[config.mk]
export PLATFORM = sky130hd
export DESIGN_NAME = bias_act_unit_flat
export DESIGN_NICKNAME = d
export VERILOG_FILES = /design/src/rtl/bias_act_unit_if.sv /design/src/rtl/bias_act_unit.sv /design/src/flat_wrapper.sv
export SDC_FILE = /design/constraint.sdc
export NUM_CORES = 1
export LEC_CHECK = 0
export BUFFER_PORTS_ARGS = -buffer_cell sky130_fd_sc_hd__buf_2
export CORE_MARGIN = 8
export CORE_UTILIZATION = 40
export DETAILED_ROUTE_END_ITERATION = 16
export GPL_TIMING_DRIVEN = 0
export PLACE_DENSITY = 0.62
export SYNTH_ARGS = -nofsm -noshare
export SYNTH_HDL_FRONTEND = slang
export SYNTH_SLANG_ARGS = --single-unit
[constraint.sdc]
create_clock -name clk -period 9.65 [get_ports clk]
set_clock_uncertainty 0.05 [all_clocks]
set_input_delay 0.4825 -clock clk [delete_from_list [all_inputs] [get_ports clk]]
set_output_delay 0.4825 -clock clk [all_outputs]
set_load 0.03 [all_outputs]
[src/rtl/bias_act_unit_if.sv]
// DRAM-side bus of the bias/activation unit: one read port with a shared
// accept strobe and one registered write port.
interface bias_act_unit_if #(
  parameter int DATA_WIDTH = 32,
  parameter int ADDR_WIDTH = 18
);
  logic                         dram_valid;
  logic signed [DATA_WIDTH-1:0] data_in;
  logic signed [DATA_WIDTH-1:0] data_out;
  logic        [ADDR_WIDTH-1:0] addr_in;
  logic        [ADDR_WIDTH-1:0] addr_out;
  logic                         dram_en_rd;
  logic                         dram_en_wr;

  modport master (
    input  dram_valid, data_in,
    output data_out, addr_in, addr_out, dram_en_rd, dram_en_wr
  );

  modport slave (
    output dram_valid, data_in,
    input  data_out, addr_in, addr_out, dram_en_rd, dram_en_wr
  );
endinterface

[src/rtl/bias_act_unit.sv]
// Per-channel bias-add + activation post-processor: loads layer params and
// biases from DRAM, then streams every pixel through saturating add and activation.
module bias_act_unit #(
  parameter int DATA_WIDTH = 32,
  parameter int ADDR_WIDTH = 18,
  parameter int KNL_MAXNUM = 16,
  parameter int DIM_BITS   = 5,
  parameter int PARAM_BASE = 0,
  parameter int BIAS_BASE  = 61440,
  parameter int FMAP_BASE  = 131072,
  parameter int OUT_BASE   = 131072,
  parameter int LEAK_SHIFT = 3,
  parameter logic signed [DATA_WIDTH-1:0] CLAMP_MAX = DATA_WIDTH'(32'h0000_7FFF)
) (
  input  logic            clk,
  input  logic            srst,
  input  logic            enable,
  bias_act_unit_if.master bus,
  output logic            done,
  output logic            err
);

  typedef enum logic [2:0] {IDLE, LD_PARAM, LD_BIAS, CHECK, EVAL, DRAIN, DONE} state_t;

  localparam int CW = (KNL_MAXNUM > 1) ? $clog2(KNL_MAXNUM) : 1;
  localparam int OW = CW + 2 * DIM_BITS;
  localparam logic [DATA_WIDTH-1:0] DIM_MAX   = DATA_WIDTH'(1 << DIM_BITS);
  localparam logic [DATA_WIDTH-1:0] DEPTH_MAX = DATA_WIDTH'(KNL_MAXNUM);
  localparam logic [DATA_WIDTH-1:0] ONE       = DATA_WIDTH'(1);
  localparam logic signed [DATA_WIDTH-1:0] SAT_MAX = {1'b0, {(DATA_WIDTH-1){1'b1}}};
  localparam logic signed [DATA_WIDTH-1:0] SAT_MIN = {1'b1, {(DATA_WIDTH-1){1'b0}}};

  function automatic logic signed [DATA_WIDTH-1:0] sat_add(
    input logic signed [DATA_WIDTH-1:0] a,
    input logic signed [DATA_WIDTH-1:0] b
  );
    logic signed [DATA_WIDTH:0] s;
    s = $signed({a[DATA_WIDTH-1], a}) + $signed({b[DATA_WIDTH-1], b});
    if (s[DATA_WIDTH] != s[DATA_WIDTH-1]) begin
      return s[DATA_WIDTH] ? SAT_MIN : SAT_MAX;
    end
    return $signed(s[DATA_WIDTH-1:0]);
  endfunction

  function automatic logic signed [DATA_WIDTH-1:0] activate(
    input logic signed [DATA_WIDTH-1:0] p,
    input logic        [1:0]            m
  );
    logic signed [DATA_WIDTH-1:0] r;
    case (m)
      2'd1:    r = (p < 0) ? '0 : p;
      2'd2:    r = (p < 0) ? (p >>> LEAK_SHIFT) : p;
      2'd3:    r = (p < 0) ? '0 : ((p > CLAMP_MAX) ? CLAMP_MAX : p);
      default: r = p;
    endcase
    return r;
  endfunction

  state_t                       state;
  logic [1:0]                   k;
  logic [CW-1:0]                c;
  logic [DIM_BITS-1:0]          h;
  logic [DIM_BITS-1:0]          w;
  logic [DATA_WIDTH-1:0]        width_r;
  logic [DATA_WIDTH-1:0]        height_r;
  logic [DATA_WIDTH-1:0]        depth_r;
  logic [1:0]                   mode_r;
  logic signed [DATA_WIDTH-1:0] biases [KNL_MAXNUM];

  logic                         par_vld_p0;
  logic                         bias_vld_p0;
  logic                         wr_vld_p0;
  logic [1:0]                   k_p0;
  logic [CW-1:0]                idx_p0;
  logic [CW-1:0]                chan_p0;
  logic [ADDR_WIDTH-1:0]        addr_out_p0;

  logic [OW-1:0]                pix_off;
  logic                         last_w, last_h, last_c, last_bias, param_bad;

  assign pix_off = {c, h, w};
  assign last_w  = (DATA_WIDTH'(w) == width_r - ONE);
  assign last_h  = (DATA_WIDTH'(h) == height_r - ONE);
  assign last_c  = (DATA_WIDTH'(c) == depth_r - ONE);
  // Bias loading also stops at the register-file end so an oversized depth
  // cannot overrun biases[]; CHECK then flags it.
  assign last_bias = (depth_r == '0) || last_c || (c == CW'(KNL_MAXNUM - 1));
  assign param_bad = (width_r == '0)  || (width_r > DIM_MAX)  ||
                     (height_r == '0) || (height_r > DIM_MAX) ||
                     (depth_r == '0)  || (depth_r > DEPTH_MAX);

  always_comb begin
    bus.addr_in = '0;
    case (state)
      LD_PARAM: bus.addr_in = ADDR_WIDTH'(PARAM_BASE) + ADDR_WIDTH'(k);
      LD_BIAS:  bus.addr_in = ADDR_WIDTH'(BIAS_BASE) + ADDR_WIDTH'(c);
      EVAL:     bus.addr_in = ADDR_WIDTH'(FMAP_BASE) + ADDR_WIDTH'(pix_off);
      default:  bus.addr_in = '0;
    endcase
  end

  assign bus.dram_en_rd = (state == LD_PARAM) || (state == LD_BIAS) || (state == EVAL);
  assign bus.dram_en_wr = wr_vld_p0;
  assign bus.addr_out   = addr_out_p0;

  // Stage p0: read data returns; bias-add and activation on the returned pixel
  assign bus.data_out = activate(sat_add(bus.data_in, biases[chan_p0]), mode_r);

  always_ff @(posedge clk) begin
    if (srst) begin
      state       <= IDLE;
      k           <= '0;
      c           <= '0;
      h           <= '0;
      w           <= '0;
      width_r     <= '0;
      height_r    <= '0;
      depth_r     <= '0;
      mode_r      <= '0;
      for (int i = 0; i < KNL_MAXNUM; i++) biases[i] <= '0;
      par_vld_p0  <= 1'b0;
      bias_vld_p0 <= 1'b0;
      wr_vld_p0   <= 1'b0;
      k_p0        <= '0;
      idx_p0      <= '0;
      chan_p0     <= '0;
      addr_out_p0 <= '0;
      done        <= 1'b0;
      err         <= 1'b0;
    end else begin
      par_vld_p0  <= (state == LD_PARAM) && bus.dram_valid;
      bias_vld_p0 <= (state == LD_BIAS) && bus.dram_valid;
      wr_vld_p0   <= (state == EVAL) && bus.dram_valid;
      k_p0        <= k;
      idx_p0      <= c;
      if ((state == EVAL) && bus.dram_valid) begin
        chan_p0     <= c;
        addr_out_p0 <= ADDR_WIDTH'(OUT_BASE) + ADDR_WIDTH'(pix_off);
      end

      if (par_vld_p0) begin
        case (k_p0)
          2'd0:    width_r  <= bus.data_in;
          2'd1:    height_r <= bus.data_in;
          2'd2:    depth_r  <= bus.data_in;
          default: mode_r   <= bus.data_in[1:0];
        endcase
      end
      if (bias_vld_p0) biases[idx_p0] <= bus.data_in;

      done <= 1'b0;
      case (state)
        IDLE: begin
          if (enable) begin
            err   <= 1'b0;
            k     <= '0;
            c     <= '0;
            state <= LD_PARAM;
          end
        end
        LD_PARAM: begin
          if (bus.dram_valid) begin
            k <= k + 2'd1;
            if (k == 2'd3) state <= LD_BIAS;
          end
        end
        LD_BIAS: begin
          if (bus.dram_valid) begin
            if (last_bias) begin
              c     <= '0;
              state <= CHECK;
            end else begin
              c <= c + 1'b1;
            end
          end
        end
        CHECK: begin
          w <= '0;
          h <= '0;
          c <= '0;
          if (param_bad) begin
            err   <= 1'b1;
            done  <= 1'b1;
            state <= DONE;
          end else begin
            state <= EVAL;
          end
        end
        EVAL: begin
          if (bus.dram_valid) begin
            if (last_w) begin
              w <= '0;
              if (last_h) begin
                h <= '0;
                if (last_c) begin
                  c     <= '0;
                  state <= DRAIN;
                end else begin
                  c <= c + 1'b1;
                end
              end else begin
                h <= h + 1'b1;
              end
            end else begin
              w <= w + 1'b1;
            end
          end
        end
        DRAIN: begin
          done  <= 1'b1;
          state <= DONE;
        end
        DONE:    state <= IDLE;
        default: state <= IDLE;
      endcase
    end
  end

endmodule

[src/flat_wrapper.sv]
// flat-port wrapper written by rule: the top's interface ports become plain ports
module bias_act_unit_flat 
#(
  parameter int DATA_WIDTH = 32,
  parameter int ADDR_WIDTH = 18,
  parameter int KNL_MAXNUM = 16,
  parameter int DIM_BITS   = 5,
  parameter int PARAM_BASE = 0,
  parameter int BIAS_BASE  = 61440,
  parameter int FMAP_BASE  = 131072,
  parameter int OUT_BASE   = 131072,
  parameter int LEAK_SHIFT = 3,
  parameter logic signed [DATA_WIDTH-1:0] CLAMP_MAX = DATA_WIDTH'(32'h0000_7FFF)
)
  (clk, srst, enable, done, err, bus_dram_valid, bus_data_in, bus_data_out, bus_addr_in, bus_addr_out, bus_dram_en_rd, bus_dram_en_wr);
  bias_act_unit_if #(.DATA_WIDTH(DATA_WIDTH), .ADDR_WIDTH(ADDR_WIDTH)) bus_i ();
  input  logic clk;
  input  logic srst;
  input  logic enable;
  output logic done;
  output logic err;
  input wire logic [$bits(bus_i.dram_valid)-1:0] bus_dram_valid;
  input wire logic [$bits(bus_i.data_in)-1:0] bus_data_in;
  output wire logic [$bits(bus_i.data_out)-1:0] bus_data_out;
  output wire logic [$bits(bus_i.addr_in)-1:0] bus_addr_in;
  output wire logic [$bits(bus_i.addr_out)-1:0] bus_addr_out;
  output wire logic [$bits(bus_i.dram_en_rd)-1:0] bus_dram_en_rd;
  output wire logic [$bits(bus_i.dram_en_wr)-1:0] bus_dram_en_wr;
  assign bus_i.dram_valid = bus_dram_valid;
  assign bus_i.data_in = bus_data_in;
  assign bus_data_out = bus_i.data_out;
  assign bus_addr_in = bus_i.addr_in;
  assign bus_addr_out = bus_i.addr_out;
  assign bus_dram_en_rd = bus_i.dram_en_rd;
  assign bus_dram_en_wr = bus_i.dram_en_wr;
  bias_act_unit #(.DATA_WIDTH(DATA_WIDTH), .ADDR_WIDTH(ADDR_WIDTH), .KNL_MAXNUM(KNL_MAXNUM), .DIM_BITS(DIM_BITS), .PARAM_BASE(PARAM_BASE), .BIAS_BASE(BIAS_BASE), .FMAP_BASE(FMAP_BASE), .OUT_BASE(OUT_BASE), .LEAK_SHIFT(LEAK_SHIFT), .CLAMP_MAX(CLAMP_MAX)) u_core (.clk(clk), .srst(srst), .enable(enable), .bus(bus_i), .done(done), .err(err));
endmodule
Word level (Yosys, flattened, before mapping)
Memory sizes are Yosys's and may differ from the RTL's. A register that Yosys moved wholly into a read port is not among the register bits.
Index checks and enable logic that the tools add are counted.

storage, ports and cells
  bits in registers = 150
  memory bits (writable) = 512
  input port bits = 36
  output and inout bits = 72
  word-level logic and storage cells = 148
  memories kept = 1

memory list
  name           depth  width  read ports  clocked after Yosys merged registers in  write ports  RTL line             source
  u_core.biases  16     32     1           1                                        16           bias_act_unit.sv:68  logic signed [DATA_WIDTH-1:0] biases [KNL_MAXNUM];

cells by class
  $add $sub $neg = 10
  magnitude comparators = 5
  equal/unequal tests = 26
  multiplexer cells = 54
  bitwise gates (word level) = 1
  reduce and logical (&&, ||, !) cells = 33

operator list
  kind                                                                               count
  32-bit 2-to-1 mux                                                                  7
  32-bit zero test                                                                   3
  32-bit one-hot mux with 3 select lines                                             1
  32-bit by 1-bit subtractor with 32-bit output, second input constant               3
  5-bit by 32-bit equality test with 1-bit output                                    2
  32-bit by 6-bit greater-than comparator with 1-bit output, second input constant   2
  18-bit one-hot mux with 3 select lines                                             1
  4-bit 2-to-1 mux                                                                   10
  32-bit by 32-bit adder with 33-bit output                                          1
  4-bit by 32-bit equality test with 1-bit output                                    1
  32-bit by 16-bit greater-than comparator with 1-bit output, second input constant  1
  32-bit by 5-bit greater-than comparator with 1-bit output, second input constant   1
  32-bit by 1-bit less-than comparator with 1-bit output, second input constant      1
  32-bit OR reduction                                                                1
  31-bit 2-to-1 mux                                                                  1
  3-bit 2-to-1 mux                                                                   9
  5-bit 2-to-1 mux                                                                   5
  5-bit one-hot mux with 2 select lines                                              2
  18-bit by 14-bit adder with 18-bit output, first input constant                    1
  3-bit one-hot mux with 6 select lines                                              1
  16-bit by 4-bit adder with 17-bit output, first input constant                     1
  4-bit one-hot mux with 4 select lines                                              1
  5-bit by 1-bit adder with 5-bit output, second input constant                      2
  1-bit 2-to-1 mux                                                                   10
  26 further kinds                                                                   61

Longest topological paths before layout
Gate-level depths: netlist (run 1).

  depth after elaboration = 8
  depth in mapped cells = 18
  depth with buffers taken out = 15

Worst setup path before layout (run 1)
No wires, ideal clock.

  path kind = reg-to-output
  from = register with a tool-made name
  to = output port bus_data_out[22]
  data arrival time = 5.675 ns
  data required time = 9.118 ns
  path slack = 3.442 ns
  cell stages (with the launch flop) = 18
  buffers on the path = 3
  cell sequence = dfxtp_1 -> clkbuf_1 -> buf_1 -> mux4_2 -> mux4_2 -> ha_1 -> fa_1 -> a211oi_1 -> o211ai_1 -> a21oi_1 -> o21bai_1 -> xnor2_1 -> nor3b_1 -> nand4b_1 -> nor4_1 -> a21oi_1 -> buf_6 -> a211oi_1

RTL lines
  what              RTL line            source
  end: declaration  flat_wrapper.sv:24  output wire logic [$bits(bus_i.data_out)-1:0] bus_data_out;

==> run summary, run 1 <==
The launch point of the worst reg-to-reg path was u_core.height_r[2]. Pin placement for this block handled 108 I/O pins. The via count of the first global-routing pass came out at 23,519.

After Yosys synthesis, XOR and XNOR cells account for 1.62% of the synthesized area. The congestion estimate from routability-driven global placement came to 0.961. The share of Yosys cell area claimed by the top area cell type was 45.9%; the floorplan core area was 83,300 µm².

In the final routed layout, each cell accounts on average for 24.9 µm. For this run, the total global-route usage over all layers was measured as 21.9%. In this run, flip-flops and latches consume 46.0% of the power. The first TritonRoute pass finished after 8 iterations. By count the netlist is led by and2_1 (518), edfxtp_1 (512), nand2_1 (326).

In the post-synthesis netlist, the cell with the most instances is and2_1. The Yosys warning count was 0; the die area was 93,200 µm². Source-to-sink clock delay at the later pin of the worst-skew pair: 620 ps. Final hold violation count: 0.

The filler cells instantiated in the layout total 7,567. The final critical path takes up 93.0% of the cycle. The initial utilization of the core area, before any placement, comes to 40.2%. The width of the die was 305 µm; the final count of pins violating max slew was 0.

After synthesis, the share of cell area in mux cells is 11.2%. Entering global routing, the biggest net connects 33 pins. Ratio of total power to cell area: 183 nW/µm². Setup repair after global routing left no endpoint under its margin. The tools report the final HPWL from detailed placement as 73,600 µm. The minimum clock period after layout came out at 8970 ps. The run gives 72 as the total clock buffers created by CTS. Relative to the synthesized area, the layout overhead comes to 14.0%.

The tools report the initial antenna violation count as 9. The run gives 2,655 as the number of violations reported at the end of detailed-routing iteration 0. Clock-pin slew was measured on the worst setup and hold paths at 60 ps. In this run, synthesis inferred 512 flip-flops with an integrated enable. The global-route wire length before repair was 155,000 µm; the mean number of vias per cell was 5.74. The critical path in this run is classified as register to output port. After routing, the total negative slack on setup checks comes to 0 ps.

For the arrival time at the worst endpoint, the log shows 8440 ps. In this run, placement finished with an instance count of 4,084. Detailed routing inserted a total of 24,223 vias. The total power draw is 6.97 mW, and the leakage power total is 13.4 nW. The mapped netlist covers 33,500 µm². The most used flip-flop cell after synthesis is edfxtp_1.

The relative slew slack came out at 17.6%. The adder-cell area share of the yosys netlist was 1.61%; the number of instances resized during post-cts repair was 0. STA puts the critical path data required time at 9120 ps. The tool flagged a number of max-cap violations equal to 0.

Met1 track demand over resource in global routing: 29.5%. The clock drives 659 sinks. Summed over all layers, the global routing overflow is 0. Startpoint type of the worst setup path: a register.

The worst-case clock buffer depth was 3. The largest family of logic cells by synthesized area was simple AND/OR/NAND/NOR gates. The analysis attributes to net switching a power of 1.89 mW. The critical hold path startpoint was srst. The die height is 305 µm, and the switching power share of the total is 27.1%. Of the cells placed in the final design, the portion with a size suffix greater than 1 is 14.2%. Summing the areas of all and, or, nand and nor instances in the mapped netlist gives 18.8% of the synthesized area. The internal power consumption was 5.08 mW. The min-delay analysis places its worst path in the category primary input to register. The final layout net count was 3,155. The total length of routed wires is 105,000 µm, and the maximum net fanout on the critical path is 10. Global routing consumed, on the met3 layer, 4.03% of the routing resources.

The logs give 35.2% for the met2 capacity usage during global routing and 14.2% for the combinational group share of total power. For the non-filler instance count after layout, the log shows 4,218. The flow ran to the end, and the final reports show no timing, DRC or antenna violations.

The synthesized area divided by synthesized cell count is 11.6 µm², and the number of routed nets with antenna violations is 0. After technology mapping, the gate count stands at 2,885. The clock root buffer master is clkbuf_16. At the pin with the least slew margin, the transition time is 1240 ps.

The run gives 0 as the number of design rule violations left after detail routing. The count of buffers from port buffering is 103. The synthesized design contains 659 register bits. Yosys attributes the largest share of cell area to edfxtp_1 (46%), mux4_2 (11%), and2_1 (9.7%), dfxtp_1 (8.8%), nand2_1 (3.7%). The complex-gate fraction of the synthesized area is 8.79%, and the number of setup violations in the final report is 0. The global routing stage identified its most utilized layer as met2. Across the VDD grid, the largest voltage drop is 0.152 mV.

The distinct cell type count of the synthesized netlist came out at 82. For the share of total power in the clock network, the log shows 39.8%. The fraction of registers with async set/reset is 0%, and the total number of H-tree levels is 3. For the number of hold-repair buffers added at the cts stage, the log shows 0.

TritonCTS built the clock tree. Row generation in the floorplan step produced 106 rows. The sequential fraction of the synthesis area is 54.7%. The worst setup path is captured at an output port.

Timing would allow up to 111 MHz. Summed over all instances, the cell type with the most area after synthesis is edfxtp_1. The tools report the setup fix buffers added after clock tree synthesis as 0.
-- power groups by stage --
stage	sequential (mW)	combinational (mW)	clock, mW
detailed placement	3.26	0.969	0
global placement	3.28	0.947	0
finish	3.21	0.987	2.78
floorplan	3.25	0.646	0
CTS	3.20	0.973	2.80
global route	3.22	1.06	2.91
-- state kept, by name, indices dropped and copies added, names as in the netlist, 3 cells and up, named ones only --
name / flops
u_core.biases: 512
u_core.w: 5
u_core.state: 3
u_core.c: 4
u_core.bus.addr_out: 12
u_core.h: 5
u_core.width_r: 32
u_core.depth_r: 32
u_core.chan_p0: 3
u_core.idx_p0: 4
u_core.height_r: 32
-- metal layers --
layer  part of all wire (%)  vias up
met2                     46     1102
met5                      0        -
met1                     41    12053
met3                    8.8      181
li1                       -    10887
met4                    3.5        0
-- stage by stage --
stage	instance area [µm²]	hold slack, ps	util [%]	setup slack (ps)
6_report	38200	131	45.8	676
5_1_grt	38200	139	45.8	281
4_1_cts	38200	105	45.8	828
3_5_place_dp	35800	393	43.0	1530
3_3_place_gp	35400	391	42.4	1490
2_1_floorplan	33500	381	-	3440
-- placed cells by master, fill, tap and decap left out, types with 13 or more instances in the layout --
| cell | count |
|---|---|
| nor4_1 | 22 |
| nor3_1 | 34 |
| ha_1 | 40 |
| mux4_2 | 161 |
| and2_1 | 518 |
| a31oi_1 | 19 |
| clkbuf_1 | 229 |
| xor2_1 | 26 |
| o21ai_0 | 95 |
| o22ai_1 | 20 |
| nor2_1 | 126 |
| or3_1 | 16 |
| o211ai_1 | 18 |
| edfxtp_1 | 512 |
| nand2_1 | 326 |
| xnor2_1 | 36 |
| clkinv_1 | 14 |
| clkbuf_16 | 73 |
| dfxtp_1 | 147 |
| nand3_1 | 18 |
| buf_2 | 118 |
| nand4_1 | 31 |
| a21oi_1 | 203 |
| nor2b_1 | 13 |
| buf_1 | 13 |
| inv_1 | 28 |
-- area by class of cell --
| class | instances | area (µm²) | area share, % |
|---|---|---|---|
| diodes | 3 | 7.51 | 0.0197 |
| plain buffers | 250 | 986 | 2.58 |
| clock buffers | 91 | 1920 | 5.04 |
| clock inverters | 40 | 425 | 1.11 |
| inverters | 29 | 109 | 0.285 |
| multi-input cells | 1950 | 14200 | 37.2 |
| flip-flops and latches | 659 | 18300 | 48.0 |
| well taps | 1080 | 1350 | 3.54 |
| repair buffers | 116 | 836 | 2.19 |
-- path summary, 6_finish.rpt --
path | endpoint | slack, ps | cells past startpoint
worst min register to register | u_core.width_r[23] | 400 | 2
worst min-delay path | u_core.idx_p0[1] | 130 | 2
worst max register to register | u_core.state[1] | 5700 | 10
worst max-delay path | bus_data_out[30] | 680 | 18
-- worst max-delay path, stage by stage (launching register included) --
cell	delay [ps]
dfxtp_1	320
clkbuf_1	700
buf_1	940
mux4_2	610
mux4_2	530
ha_1	250
fa_1	430
a211oi_1	360
o211ai_1	230
a21oi_1	290
o21bai_1	200
xnor2_1	550
nor3b_1	250
nand4b_1	150
nor4_1	870
a21oi_1	390
buf_6	250
a221oi_2	230
buf_2	230
-- kinds of logic after synthesis --
| group | Yosys count |
|---|---|
| AO/OA/AOI/OAI | 488 |
| XOR/XNOR | 62 |
| adder cells (fa/ha/maj) | 43 |
| buffers and inverters | 279 |
| flip-flops | 659 |
| multiplexers | 172 |
| other | 1 |
| AND/OR/NAND/NOR | 1181 |
Power figures use the tool's default switching activity.
==> run 2: changes to the inputs <==
--- a/config.mk
+++ b/config.mk
@@ -10,7 +10,7 @@
 export CORE_UTILIZATION = 40
 export DETAILED_ROUTE_END_ITERATION = 16
 export GPL_TIMING_DRIVEN = 0
-export PLACE_DENSITY = 0.62
+export PLACE_DENSITY_LB_ADDON = 0.15
 export SYNTH_ARGS = -nofsm -noshare
 export SYNTH_HDL_FRONTEND = slang
 export SYNTH_SLANG_ARGS = --single-unit
==> run 2 against run 1 <==
Sequential cell count unchanged; die area unchanged; fmax decreased by 0.13%; power increased by 0.90%; register-to-register slack got worse by 30 ps; critical path depth unchanged; setup slack got worse by 12 ps; global-route usage increased by 1.6 points; largest cell class unchanged.
==> run summary, run 2 (same netlist as run 1, synthesis figures left out) <==
The total power draw is 7.03 mW (+0.90%), and the relative area change from synthesis to final layout is 14.5%. The transition time of the tightest slew-check pin is 1300 ps (+67.0 ps), and the highest attainable clock frequency is 111 MHz (-0.13%). TritonCTS built the clock tree. The hold slack is 131 ps (-0.339 ps).

The most common cell after layout, fill and taps aside is and2_1. The flow ran to the end, and the final reports show no timing, DRC or antenna violations. The minimum clock period after layout was 8990 ps (+11.8 ps); the post-place instance area was 35,900 µm² (+0.23%). The critical hold path startpoint was srst. The reported max-cap violation count is 0 (unchanged), and the worst hold path cell count is 2 (unchanged). The leakage power total was 13.5 nW (+0.44%). For the required time of the critical path, the log shows 9120 ps (about the same). Via count: 24,472 (+1.0%). The count of buffers from port buffering is 103 (unchanged). Setup repair after global routing left no endpoint under its margin. Routed length on met1: 48,000 µm (+11%).

Critical path's top delay family: buffers and inverters. The overall fraction of global-route tracks in use is 23.4% (+1.6 points). For the row count, the log shows 106 (unchanged). The logs give 0.930 (-3.2%) for the placer congestion estimate and 0 ps (unchanged) for the total negative slack. The total clock buffers created by CTS was 74 (+2.8%). The clock-pin transition on the worst setup and hold timing paths came out at 60 ps (about the same). Library cell contributing the largest single delay on the critical path: clkdlybuf4s15_1. The width of the die was 305 µm (unchanged).

The run gives 4,226 (+0.19%) as the non-filler instance count after layout. After detailed routing, no signal wire sits above met5. The worst setup path is launched from a register. The run gives 50,400 µm (+3.6%) as the sum of met2 wire segment lengths after detailed routing. The tools report the pin count of the biggest net entering global routing as 33 (unchanged). The tools report the worst flop-to-flop path endpoint as u_core.state[0]. The maximum net fanout on the critical path came out at 10 (unchanged). Arrival time at the worst endpoint: 8450 ps (about the same). The number of violations reported at the end of detailed-routing iteration 0 came out at 2,722 (+2.5%). In the layout the commonest cells are and2_1 (518), edfxtp_1 (512), nand2_1 (326), clkbuf_1 (236), a21oi_1 (203).

In this run the worst hold path is classified as primary input to register. The worst reg-to-reg setup slack is 5670 ps (-30 ps). The tools report the via count of the first global-routing pass as 24,198 (+2.9%). The logs give 83,300 µm² (unchanged) for the floorplan core area and 0.135 mV (-11%) for the maximum VDD drop. The starting utilization of the core area was 40.2% (unchanged). The run gives 7 (-2) as the initial antenna violation count. The tools report the final layout net count as 3,160 (+0.16%). The tools report the wire length on met3 as 8780 µm (-4.6%). The run gives 6 (-2) as the first-pass detailed-route iteration total.

For the number of setup violations in the final report, the log shows 0 (unchanged). The flip-flop count of the largest register, all copies and words added was 512 (unchanged). In this run the critical register-to-register path is launched from u_core.height_r[2].

The global-route wire length before repair is 163,000 µm (+5.5%), and the number of routed nets with antenna violations is 0 (unchanged). The run gives 112,000 µm (+6.9%) as the total length of routed wires. The signal on the critical path passes through clkbuf_1 -> clkdlybuf4s15_1 -> mux4_2 -> mux4_2 -> ha_1 -> fa_1 -> a211oi_1 -> o211ai_1 -> a21oi_1 -> o21bai_1 -> xnor2_1 -> nor3b_1 -> nand4b_1 -> nor4_2 -> a21oi_1 -> buf_6 -> a221oi_2 -> buf_2.

The source-to-sink clock delay at the later pin of the worst-skew pair is 660 ps (+40 ps), and the flip-flop and latch area is 18,300 µm² (unchanged). The die height was 305 µm (unchanged). The worst reg2reg path depth is 10 (unchanged), and the total number of H-tree levels is 3 (unchanged).

The critical path class is register to output port. The logs give 7,672 (+1.4%) for the fill cell total of the finished layout and 80,100 µm (+8.7%) for the final HPWL from detailed placement. The run gives 38,300 µm² (+0.39%) as the final cell area excluding filler cells. The final hold violation count was 0 (unchanged); the residual overflow from global routing was 0 (unchanged).

The tools report the die area as 93,200 µm² (unchanged). The number of design rule violations left after detail routing was 0 (unchanged). In this run the clock root is driven by a clkbuf_16. The final count of pins violating max slew was 0 (unchanged); the setup fix buffers added after clock tree synthesis was 0 (unchanged). For the instance count after placement with tap cells included, the log shows 4,087 (+0.073%). The average routed wire per standard cell is 26.5 µm (+6.7%), and the worst-case clock buffer depth is 3 (unchanged).

The ratio of cells with drive above 1 in the final layout works out to 14.3% (+0.15 points). The relative slew slack is 13.1% (-4.5 points), and the part of the cycle the worst path needs is 93.1% (+0.12 points). The path with the worst hold slack has its endpoint at u_core.idx_p0[1]. The ratio of total power to cell area was 183 nW/µm² (+0.50%); the number of buffers and inverters on the critical path was 4 (unchanged).

The combined area of the multi-input logic cells was 14,200 µm² (about the same). The longest individual stage delay on the worst path is 930 ps (about the same). The register with the most flip-flops is u_core.biases. The worst setup path is captured at an output port. The mean number of vias per cell came out at 5.79 (+0.84%). For the number of clock sinks, the log shows 659 (unchanged).

The tools report the count of boundary I/O pins as 108 (unchanged).
[run 2: cell types whose count changed in the layout (fill, tap and decap cells not counted), moves of 2 or more]
cell / delta
inv_6: -2
clkbuf_1: +7
clkinv_1: -2
clkbuf_16: +2
bufinv_16: -3
buf_16: +3
clkinv_16: +3
clkinv_4: +2
diode_2: -2
[run 2: worst max path at each step]
stage	slack (ps)	depth (start not counted)	endpoint	startpoint
4_1_cts	240	18	bus_data_out[30]	register
6_report	660	18	bus_data_out[30]	register
3_5_place_dp	930	18	bus_data_out[30]	register
3_3_place_gp	780	18	bus_data_out[30]	register
2_1_floorplan	3440	17	bus_data_out[22]	register
5_1_grt	280	18	bus_data_out[30]	register
[run 2: power by group]
| part | switching (mW) | total (mW) | leakage, nW | internal (mW) |
|---|---|---|---|---|
| Combinational | 0.701 | 1.02 | 6.01 | 0.317 |
| Sequential | 0.0461 | 3.20 | 6.34 | 3.16 |
| Clock | 1.23 | 2.81 | 1.16 | 1.58 |
| Total | 1.97 | 7.03 | 13.5 | 5.06 |
[run 2: area by class of cell]
type	count	area share, %
antenna	1	0.00653
buffer	250	2.59
clock buffer	99	5.18
clock inverter	39	1.10
inverter	29	0.284
multi-input combinational	1950	37.1
sequential	659	47.8
tap	1080	3.53
timing repair buffer	119	2.40
[run 2: timing repair]
| action | 4_1_cts | 5_1_grt |
|---|---|---|
| setup endpoints to repair | 0 | 13 |
| hold buffers | 0 | 0 |
| gates resized for setup | 0 | 2 |
[run 2: metrics by stage]
stage | setup WS [ps] | utilization (%)
6_report | 664 | 46.0
5_1_grt | 279 | 46.0
4_1_cts | 242 | 46.0
3_5_place_dp | 928 | 43.1
3_3_place_gp | 776 | 42.4
2_1_floorplan | 3440 | -
[run 2: routing by layer]
metal | track usage (%) | vias to the layer above
met5 | 0 | -
met2 | 36.9 | 1007
met1 | 32.1 | 12315
met3 | 4.02 | 219
met4 | 9.80 | 2
li1 | - | 10929
[run 2: worst reg2reg max path: stages (launching register included)]
cell and delay [ps]:
dfxtp_1 360, nor3_2 390, nand3_1 350, nor2_1 310, xor2_1 130, or4_1 480, nor4b_1 830, nand2b_1 240
nor4b_1 420, o21ai_0 160, a21oi_1 170
